$ cat src/rtl/mau_pkg.sv
// Shared types and constants for the mem_access_unit slice: access-size
// encodings, FSM states and the data word width.
package mau_pkg;

    localparam int WORD_W = 32;

    localparam logic [1:0] SZ_BYTE = 2'b00;
    localparam logic [1:0] SZ_HALF = 2'b01;
    localparam logic [1:0] SZ_WORD = 2'b10;

    typedef enum logic [2:0] {
        IDLE,
        RD,
        WR,
        HOLD,
        RESP
    } mau_state_t;

endpackage

$ cat src/rtl/mem_access_unit_if.sv
// Request/response handshake between the core memory stage (master) and the
// load/store unit (slave).
interface mem_access_unit_if;
    import mau_pkg::*;

    logic              req_valid;
    logic              req_ready;
    logic              req_we;
    logic [1:0]        req_size;
    logic              req_signed;
    logic [WORD_W-1:0] req_addr;
    logic [WORD_W-1:0] req_wdata;
    logic              rsp_valid;
    logic [WORD_W-1:0] rsp_rdata;
    logic              rsp_err;

    modport master (
        output req_valid, req_we, req_size, req_signed, req_addr, req_wdata,
        input  req_ready, rsp_valid, rsp_rdata, rsp_err
    );

    modport slave (
        input  req_valid, req_we, req_size, req_signed, req_addr, req_wdata,
        output req_ready, rsp_valid, rsp_rdata, rsp_err
    );

endinterface

$ cat src/rtl/mem_lane_align.sv
// Combinational byte-lane logic: extracts and extends sub-word loads, and
// merges sub-word store data into the previously read word (little-endian).
module mem_lane_align
    import mau_pkg::*;
(
    input  logic [WORD_W-1:0] word,
    input  logic [1:0]        offset,
    input  logic [1:0]        size,
    input  logic              sign_ext,
    input  logic [WORD_W-1:0] old_word,
    input  logic [WORD_W-1:0] wdata,
    output logic [WORD_W-1:0] load_data,
    output logic [WORD_W-1:0] merge_data
);

    logic [4:0]        shamt;
    logic [WORD_W-1:0] shifted;
    logic [WORD_W-1:0] lane_mask;
    logic [WORD_W-1:0] lane_data;

    assign shamt   = {offset, 3'b000};
    assign shifted = word >> shamt;

    always_comb begin
        load_data = word;
        lane_mask = '1;
        lane_data = wdata;
        case (size)
            SZ_BYTE: begin
                load_data = {{24{sign_ext & shifted[7]}}, shifted[7:0]};
                lane_mask = 32'h0000_00FF << shamt;
                lane_data = {24'h0, wdata[7:0]} << shamt;
            end
            SZ_HALF: begin
                load_data = {{16{sign_ext & shifted[15]}}, shifted[15:0]};
                lane_mask = 32'h0000_FFFF << shamt;
                lane_data = {16'h0, wdata[15:0]} << shamt;
            end
            default: begin
                load_data = word;
                lane_mask = '1;
                lane_data = wdata;
            end
        endcase
        merge_data = (old_word & ~lane_mask) | (lane_data & lane_mask);
    end

endmodule

$ cat src/rtl/mem_access_unit.sv
// Load/store initiator for the word-addressed MemRAM. Byte/half accesses
// (read-modify-write stores) exist only when MAU_SUBWORD_EN is defined.
module mem_access_unit
    import mau_pkg::*;
#(
    parameter int DEPTH = 256
) (
    input  logic              clk,
    input  logic              rst_n,
    mem_access_unit_if.slave  bus,
    output logic              rEn,
    output logic              wEn,
    output logic [WORD_W-1:0] Adress,
    output logic [WORD_W-1:0] DataWrite,
    input  logic [WORD_W-1:0] DataRead
);

    mau_state_t state;
    logic       req_err;
    logic       out_of_range;

    assign out_of_range = 32'(bus.req_addr[31:2]) >= 32'(DEPTH);

`ifdef MAU_SUBWORD_EN
    logic              we_q;
    logic              signed_q;
    logic [1:0]        size_q;
    logic [1:0]        off_q;
    logic [WORD_W-1:0] wdata_q;
    logic [WORD_W-1:0] load_word;
    logic [WORD_W-1:0] merge_word;

    mem_lane_align u_align (
        .word       (DataRead),
        .offset     (off_q),
        .size       (size_q),
        .sign_ext   (signed_q),
        .old_word   (DataRead),
        .wdata      (wdata_q),
        .load_data  (load_word),
        .merge_data (merge_word)
    );

    always_comb begin
        req_err = 1'b0;
        if (bus.req_size == 2'b11)
            req_err = 1'b1;
        else if (bus.req_size == SZ_HALF && bus.req_addr[0])
            req_err = 1'b1;
        else if (bus.req_size == SZ_WORD && bus.req_addr[1:0] != 2'b00)
            req_err = 1'b1;
        else if (out_of_range)
            req_err = 1'b1;
    end
`else
    logic unused_signed;
    assign unused_signed = bus.req_signed;

    always_comb begin
        req_err = 1'b0;
        if (bus.req_size != SZ_WORD)
            req_err = 1'b1;
        else if (bus.req_addr[1:0] != 2'b00)
            req_err = 1'b1;
        else if (out_of_range)
            req_err = 1'b1;
    end
`endif

    // rEn and wEn are only ever set in mutually exclusive states, and the RD->WR
    // hop clears rEn on the same edge that raises wEn.
    always_ff @(posedge clk or negedge rst_n) begin
        if (!rst_n) begin
            state         <= IDLE;
            bus.req_ready <= 1'b1;
            bus.rsp_valid <= 1'b0;
            bus.rsp_rdata <= '0;
            bus.rsp_err   <= 1'b0;
            rEn           <= 1'b0;
            wEn           <= 1'b0;
            Adress        <= '0;
            DataWrite     <= '0;
`ifdef MAU_SUBWORD_EN
            we_q          <= 1'b0;
            signed_q      <= 1'b0;
            size_q        <= SZ_WORD;
            off_q         <= 2'b00;
            wdata_q       <= '0;
`endif
        end else begin
            case (state)
                IDLE: begin
                    if (bus.req_valid) begin
                        bus.req_ready <= 1'b0;
                        bus.rsp_rdata <= '0;
                        bus.rsp_err   <= 1'b0;
                        if (req_err) begin
                            bus.rsp_err   <= 1'b1;
                            bus.rsp_valid <= 1'b1;
                            state         <= RESP;
                        end else begin
                            Adress <= {2'b00, bus.req_addr[31:2]};
`ifdef MAU_SUBWORD_EN
                            we_q     <= bus.req_we;
                            signed_q <= bus.req_signed;
                            size_q   <= bus.req_size;
                            off_q    <= bus.req_addr[1:0];
                            wdata_q  <= bus.req_wdata;
`endif
                            if (!bus.req_we) begin
                                rEn   <= 1'b1;
                                state <= RD;
                            end else if (bus.req_size == SZ_WORD) begin
                                DataWrite <= bus.req_wdata;
                                wEn       <= 1'b1;
                                state     <= WR;
                            end
`ifdef MAU_SUBWORD_EN
                            else begin
                                rEn   <= 1'b1;
                                state <= RD;
                            end
`endif
                        end
                    end
                end
                RD: begin
                    rEn <= 1'b0;
`ifdef MAU_SUBWORD_EN
                    if (we_q) begin
                        DataWrite <= merge_word;
                        wEn       <= 1'b1;
                        state     <= WR;
                    end else begin
                        bus.rsp_rdata <= load_word;
                        bus.rsp_valid <= 1'b1;
                        state         <= RESP;
                    end
`else
                    bus.rsp_rdata <= DataRead;
                    bus.rsp_valid <= 1'b1;
                    state         <= RESP;
`endif
                end
                WR: begin
                    wEn   <= 1'b0;
                    state <= HOLD;
                end
                HOLD: begin
                    bus.rsp_valid <= 1'b1;
                    state         <= RESP;
                end
                RESP: begin
                    bus.rsp_valid <= 1'b0;
                    bus.req_ready <= 1'b1;
                    state         <= IDLE;
                end
                default: begin
                    bus.rsp_valid <= 1'b0;
                    bus.req_ready <= 1'b1;
                    rEn           <= 1'b0;
                    wEn           <= 1'b0;
                    state         <= IDLE;
                end
            endcase
        end
    end

endmodule

$ cat src/flat_wrapper.sv
// flat-port wrapper written by rule: the top's interface ports become plain ports
module mem_access_unit_flat import mau_pkg::*;
#(
    parameter int DEPTH = 256
)
  (clk, rst_n, rEn, wEn, Adress, DataWrite, DataRead, bus_req_valid, bus_req_we, bus_req_size, bus_req_signed, bus_req_addr, bus_req_wdata, bus_req_ready, bus_rsp_valid, bus_rsp_rdata, bus_rsp_err);
  mem_access_unit_if bus_i ();
  input  logic clk;
  input  logic rst_n;
  output logic rEn;
  output logic wEn;
  output logic [WORD_W-1:0] Adress;
  output logic [WORD_W-1:0] DataWrite;
  input  logic [WORD_W-1:0] DataRead;
  input wire logic [$bits(bus_i.req_valid)-1:0] bus_req_valid;
  input wire logic [$bits(bus_i.req_we)-1:0] bus_req_we;
  input wire logic [$bits(bus_i.req_size)-1:0] bus_req_size;
  input wire logic [$bits(bus_i.req_signed)-1:0] bus_req_signed;
  input wire logic [$bits(bus_i.req_addr)-1:0] bus_req_addr;
  input wire logic [$bits(bus_i.req_wdata)-1:0] bus_req_wdata;
  output wire logic [$bits(bus_i.req_ready)-1:0] bus_req_ready;
  output wire logic [$bits(bus_i.rsp_valid)-1:0] bus_rsp_valid;
  output wire logic [$bits(bus_i.rsp_rdata)-1:0] bus_rsp_rdata;
  output wire logic [$bits(bus_i.rsp_err)-1:0] bus_rsp_err;
  assign bus_i.req_valid = bus_req_valid;
  assign bus_i.req_we = bus_req_we;
  assign bus_i.req_size = bus_req_size;
  assign bus_i.req_signed = bus_req_signed;
  assign bus_i.req_addr = bus_req_addr;
  assign bus_i.req_wdata = bus_req_wdata;
  assign bus_req_ready = bus_i.req_ready;
  assign bus_rsp_valid = bus_i.rsp_valid;
  assign bus_rsp_rdata = bus_i.rsp_rdata;
  assign bus_rsp_err = bus_i.rsp_err;
  mem_access_unit #(.DEPTH(DEPTH)) u_core (.clk(clk), .rst_n(rst_n), .bus(bus_i), .rEn(rEn), .wEn(wEn), .Adress(Adress), .DataWrite(DataWrite), .DataRead(DataRead));
endmodule
$ cat config.mk
export PLATFORM = sky130hd
export DESIGN_NAME = mem_access_unit_flat
export DESIGN_NICKNAME = d
export VERILOG_FILES = /design/src/rtl/mau_pkg.sv /design/src/rtl/mem_access_unit_if.sv /design/src/rtl/mem_lane_align.sv /design/src/rtl/mem_access_unit.sv /design/src/flat_wrapper.sv
export SDC_FILE = /design/constraint.sdc
export NUM_CORES = 1
export LEC_CHECK = 0
export ABC_AREA = 1
export BUFFER_PORTS_ARGS = -buffer_cell sky130_fd_sc_hd__buf_2
export CAP_MARGIN = 30
export CORE_UTILIZATION = 30
export CTS_BUF_LIST = sky130_fd_sc_hd__clkbuf_16
export CTS_CLUSTER_DIAMETER = 40
export DETAILED_ROUTE_END_ITERATION = 12
export GPL_TIMING_DRIVEN = 0
export SYNTH_ARGS = -nofsm -noshare
export SYNTH_HDL_FRONTEND = slang
export SYNTH_SLANG_ARGS = --single-unit
$ cat constraint.sdc
create_clock -name clk -period 1.33 [get_ports clk]
set_input_delay 0.0665 -clock clk [delete_from_list [all_inputs] [get_ports clk]]
set_output_delay 0.0665 -clock clk [all_outputs]
set_load 0.02 [all_outputs]
Word level (Yosys, flattened, before mapping):

Index checks and enable logic that the tools add are counted.

* register bits: 102
* output and inout bits: 101
* word-level logic and storage cells: 69

* magnitude comparators: 1
* eq/ne operators: 13
* muxes and demuxes: 25
* bitwise gates (word level): 5
* reduce and logical (&&, ||, !) cells: 16

Operators by type and width (number)
* one-hot mux 32 bit (2 select lines): 1
* 2-to-1 mux 32 bit: 1
* >= comparator 30 x 9 -> 1 bit (second input constant): 1
* 2-to-1 mux 1 bit: 14
* 2-to-1 mux 3 bit: 4
* inequality test 2 bit (second input constant): 5
* AND reduction 5 bit: 2
* one-hot mux 3 bit (3 select lines): 1
* OR reduction 3 bit: 3
* AND reduction 2 bit: 4
* == test 3 x 2 -> 1 bit (second input constant): 2
* one-hot mux 1 bit (2 select lines): 3
* AND reduction 3 bit: 2
* NOT 1 bit: 5
* inequality test 2 x 1 -> 1 bit (second input constant): 2
* inequality test 4 x 2 -> 1 bit (second input constant): 1
* AND reduction 4 bit: 1
* nonzero test 2 bit: 2
* == test 3 x 1 -> 1 bit (second input constant): 1
* == test 3 bit (second input constant): 1
* zero test 3 bit: 1
* one-hot mux 1 bit (3 select lines): 1
* == test 2 bit (second input constant): 1
* OR reduction 2 bit: 1

Depth between registers and ports, before layout:

* depth in word-level cells: 7
* mapped depth: 12
* depth with buffers taken out: 11

Worst setup path after synthesis:

No wires, ideal clock.

* path type: register to register
* start: register u_core.state[2]
* end: register u_core.bus.rsp_rdata[10]
* library setup time: 121 ps
* data arrival time: 1219 ps
* setup slack: -10 ps
* stages on the path, launching flop included: 7
* path buffers: 1
* cells stage by stage: dfrtp_1 > nor2_2 > nand2_2 > nor2_8 > nor2_2 > buf_2 > a22o_1

* longest elaborated chain between the ends: 3
* elaborated cells on any way between the ends: 6
* classes of those cells: eq/ne (2); mux (1); reduce/logical (3)

RTL lines
* start: declaration: RTL line mem_access_unit.sv:18 `mau_state_t state;`
* start signal: assignment: RTL line mem_access_unit.sv:74 `state <= IDLE;`
* start signal: assignment: RTL line mem_access_unit.sv:100 `state <= RESP;`
* start signal: assignment: RTL line mem_access_unit.sv:112 `state <= RD;`
* == test 3 x 1 -> 1 bit or zero test 3 bit (tied branches): RTL line mem_access_unit.sv:91 `case (state)`
* nonzero test 2 bit (no source line) or inequality test 2 bit (tied branches)
* AND reduction 2 bit (no source line)
* end signal: assignment: RTL line mem_access_unit.sv:140 `bus.rsp_rdata <= DataRead;`
* end: declaration: RTL line mem_access_unit_if.sv:24 `output req_ready, rsp_valid, rsp_rdata, rsp_err`

Several ways; a longest one is shown, not always the timed one.
A chain may end at the register's enable or synchronous reset.

Final worst setup path:

* start: register u_core.state[2]
* end: register u_core.bus.rsp_rdata[9]

The elaborated chain is that of the path after synthesis.

==> impl_metrics.ini <==
[outcome]
status = finished, violations left
violations = negative setup slack

[power]
power_frac_comb_pct = 17.0
sw_frac_of_total_pct = 25.8
ir_drop_uv = 604
powerDensity_nw_per_um2 = 1040
switchingPower_mw = 1.79
internal_power_mw = 5.14
seqPwrFrac_pct = 45.9
clkPwrFrac_pct = 37.1
p_leak_nw = 3.79

[clock_tree]
htreeDepth = 3
root_buffer = clkbuf_16
cts_tree = done
clk_latency_ns = 0.34
cts_inserted_buffers = 9
cts.path.max_buffers = 2
clk_pin_slew_ns = 0.07
clkSinkCount = 102

[timing]
setup_tns_ns = -2.38
slew_viol_final = 0
finalSetupViolations = 65
fmax_mhz = 715
worst_slack_ns = -0.0686
rsz0062_at_grt = yes
min_period_over_period_pct = 105
finClkSkew_ns = 0.00996
hold_ws_ns = 0.171
finalCriticalPeriod_ns = 1.40
hold_viol_final = 0

[synthesis]
yosysTopAreaCell = dfrtp_1
yosysSeqAreaShare_pct = 63.3
ys_seq_elements = 102
syn-instance-count = 403
ys.warnings.count = 0
syn_area_um2 = 4040
yosys-top-cells-area = dfrtp_1 63%, nand2_1 10%, a22o_1 6.9%
synth_top_area_share_pct = 62.6
syn_area_per_cell_um2 = 10.0
ys_types = 23

[floorplanning]
die_area_um2 = 13900
ioPinCount = 204
start_util_pct = 30.6
die_h_um = 118
rows = 42
core_um2 = 13200
die_w_um = 118

[drt]
drc = 0
wl_met1_mm = 4.91
wire_per_inst_um = 13.3
drtIter0Drc = 168
wl_met3_um = 549
via_per_inst = 4.44
via_count = 3919
top_layer = met4
met2RoutedLength_mm = 5.89
wl_mm = 11.7
ant_nets = 0
dr.pass1.iters = 4

[setup_path]
cp.arrival_ns = 1.63
required_ns = 1.56
critPathMaxStageDelay_ns = 0.39
crit_family = simple AND/OR/NAND/NOR gates
cp_slowest_cell = dfrtp_1
cp-start-kind = register
worst-path-buf-inv = 1
crit_chain = nor2_2 > nand2_2 > nor2_8 > nor2_4 > buf_6 > a22o_1
cp_max_fo = 10
end_kind = register
path_class = register to register

[cells_and_area]
diodes = 0
layout-drive-gt1-share_pct = 41.6
syn2layout_area_growth_pct = 65.6
mostFrequentLayoutCell = buf_2
layout.nets = 804
fillers = 1180
final_cell_mix = 204 x buf_2, 101 x dfrtp_1, 97 x nand2_1

[place]
dp_hpwl_mm = 7.57
pre_cts_slack_ns = -0.248
port_buffers = 199
gp_congestion = 0.814

[hold_path]
hold_path.class = input pin to register

[grt]
overflow = 0
grt_max_degree = 69
grt_util_all_layers_pct = 17.0
first_global_vias = 4027
grt_pass1_wl_mm = 18.9
antenna_found_initial = 0

[job]
drv_cap = 0
-- final timing paths --
path	cells past startpoint	slack, ns	startpoint	end
worst max-delay path	6	-0.07	u_core.state[2]$_DFFE_PN0P_	u_core.bus.rsp_rdata[9]$_DFFE_PN0P_
worst min-delay path	3	0.17	bus_req_we	u_core.DataWrite[11]$_DFFE_PN0P_
worst max register to register	6	-0.07	u_core.state[2]$_DFFE_PN0P_	u_core.bus.rsp_rdata[9]$_DFFE_PN0P_
worst min register to register	2	0.47	u_core.DataWrite[17]$_DFFE_PN0P_	u_core.DataWrite[17]$_DFFE_PN0P_
max in group asynchronous	3	0.39	rst_n	u_core.bus.req_ready$_DFFE_PN1P_
min in group asynchronous	2	0.22	rst_n	u_core.DataWrite[25]$_DFFE_PN0P_
-- worst reg2reg max path, delay by kind of cell (launching register included) --
family                 cells  cell delay [ns]
and+or+nand+nor            4             0.56
DFF                        1             0.39
AOI/OAI and AO/OA          1             0.19
buffers and inverters      1             0.16
-- flip-flops by register name, indices dropped and copies added, names as in the netlist --
signal,flops
u_core.bus.rsp_rdata,32
u_core.DataWrite,32
u_core.state,3
u_core.rEn,1
u_core.bus.rsp_valid,1
u_core.bus.rsp_err,1
u_core.wEn,1
u_core.bus.req_ready,1
u_core.Adress,30
-- logic make-up after synthesis --
logic type | Yosys count | share of synthesized area, %
buf+inv | 66 | 7.28
compound gates | 39 | 7.81
other cells | 1 | 0.0929
flops | 102 | 63.3
simple gates | 195 | 21.5
-- cells in the mapped netlist --
| cell | instances |
|---|---|
| dfrtp_1 | 101 |
| conb_1 | 1 |
| buf_2 | 15 |
| nand2_4 | 1 |
| nand2_2 | 1 |
| o21ai_0 | 1 |
| a22o_1 | 32 |
| inv_1 | 40 |
| nand2_1 | 110 |
| nor2_2 | 3 |
| nand3_4 | 1 |
| buf_4 | 4 |
| and2_1 | 1 |
| inv_4 | 2 |
| dfstp_2 | 1 |
| clkbuf_1 | 4 |
| nand4_1 | 32 |
| a21oi_1 | 6 |
| buf_6 | 1 |
| nor2_1 | 41 |
| nand3_1 | 3 |
| nor2_8 | 1 |
| nand3b_1 | 1 |
-- stage by stage --
stage               std cells  utilization, %  cell area, µm²  power, mW
floorplan                 404               -            4040       3.67
global placement          779            39.9            5260       4.01
detailed placement        780            40.1            5290       4.04
CTS                       879            49.2            6490       6.97
global route              882            50.7            6680       7.24
finish                    882            50.7            6680       6.93
-- cell type report --
class / count / area, µm² / area share [%]
sequential: 102 / 2550 / 38.2
tap: 176 / 220 / 3.29
timing repair buffer: 286 / 1920 / 28.7
inverter: 42 / 173 / 2.58
clock buffer: 9 / 225 / 3.37
multi-input combinational: 236 / 1330 / 19.9
clock inverter: 7 / 65.1 / 0.973
buffer: 24 / 203 / 3.03
-- power by group through the flow --
stage	combinational, mW	clock [mW]	sequential (mW)
4_1_cts	1.13	2.67	3.18
3_3_place_gp	0.765	0	3.25
5_1_grt	1.28	2.78	3.18
3_5_place_dp	0.786	0	3.25
6_report	1.18	2.57	3.18
2_1_floorplan	0.384	0	3.28
-- layer usage --
layer | vias to the layer above | global-route usage, %
met3 | 27 | 3.78
met1 | 1885 | 20.1
met5 | - | 0
li1 | 1893 | -
met4 | 0 | 8.01
met2 | 114 | 29.2
-- timing repair --
| action | CTS | global route |
|---|---|---|
| hold buffers | 73 | 0 |
| cloned | 1 | 3 |
| pin swaps | 7 | 8 |
| resized for setup | 34 | 48 |
| endpoints found under the hold margin | 106 | 0 |
| setup buffers | 9 | 0 |
| setup endpoints to repair | 95 | 100 |
(Power assumes the default switching activity.)
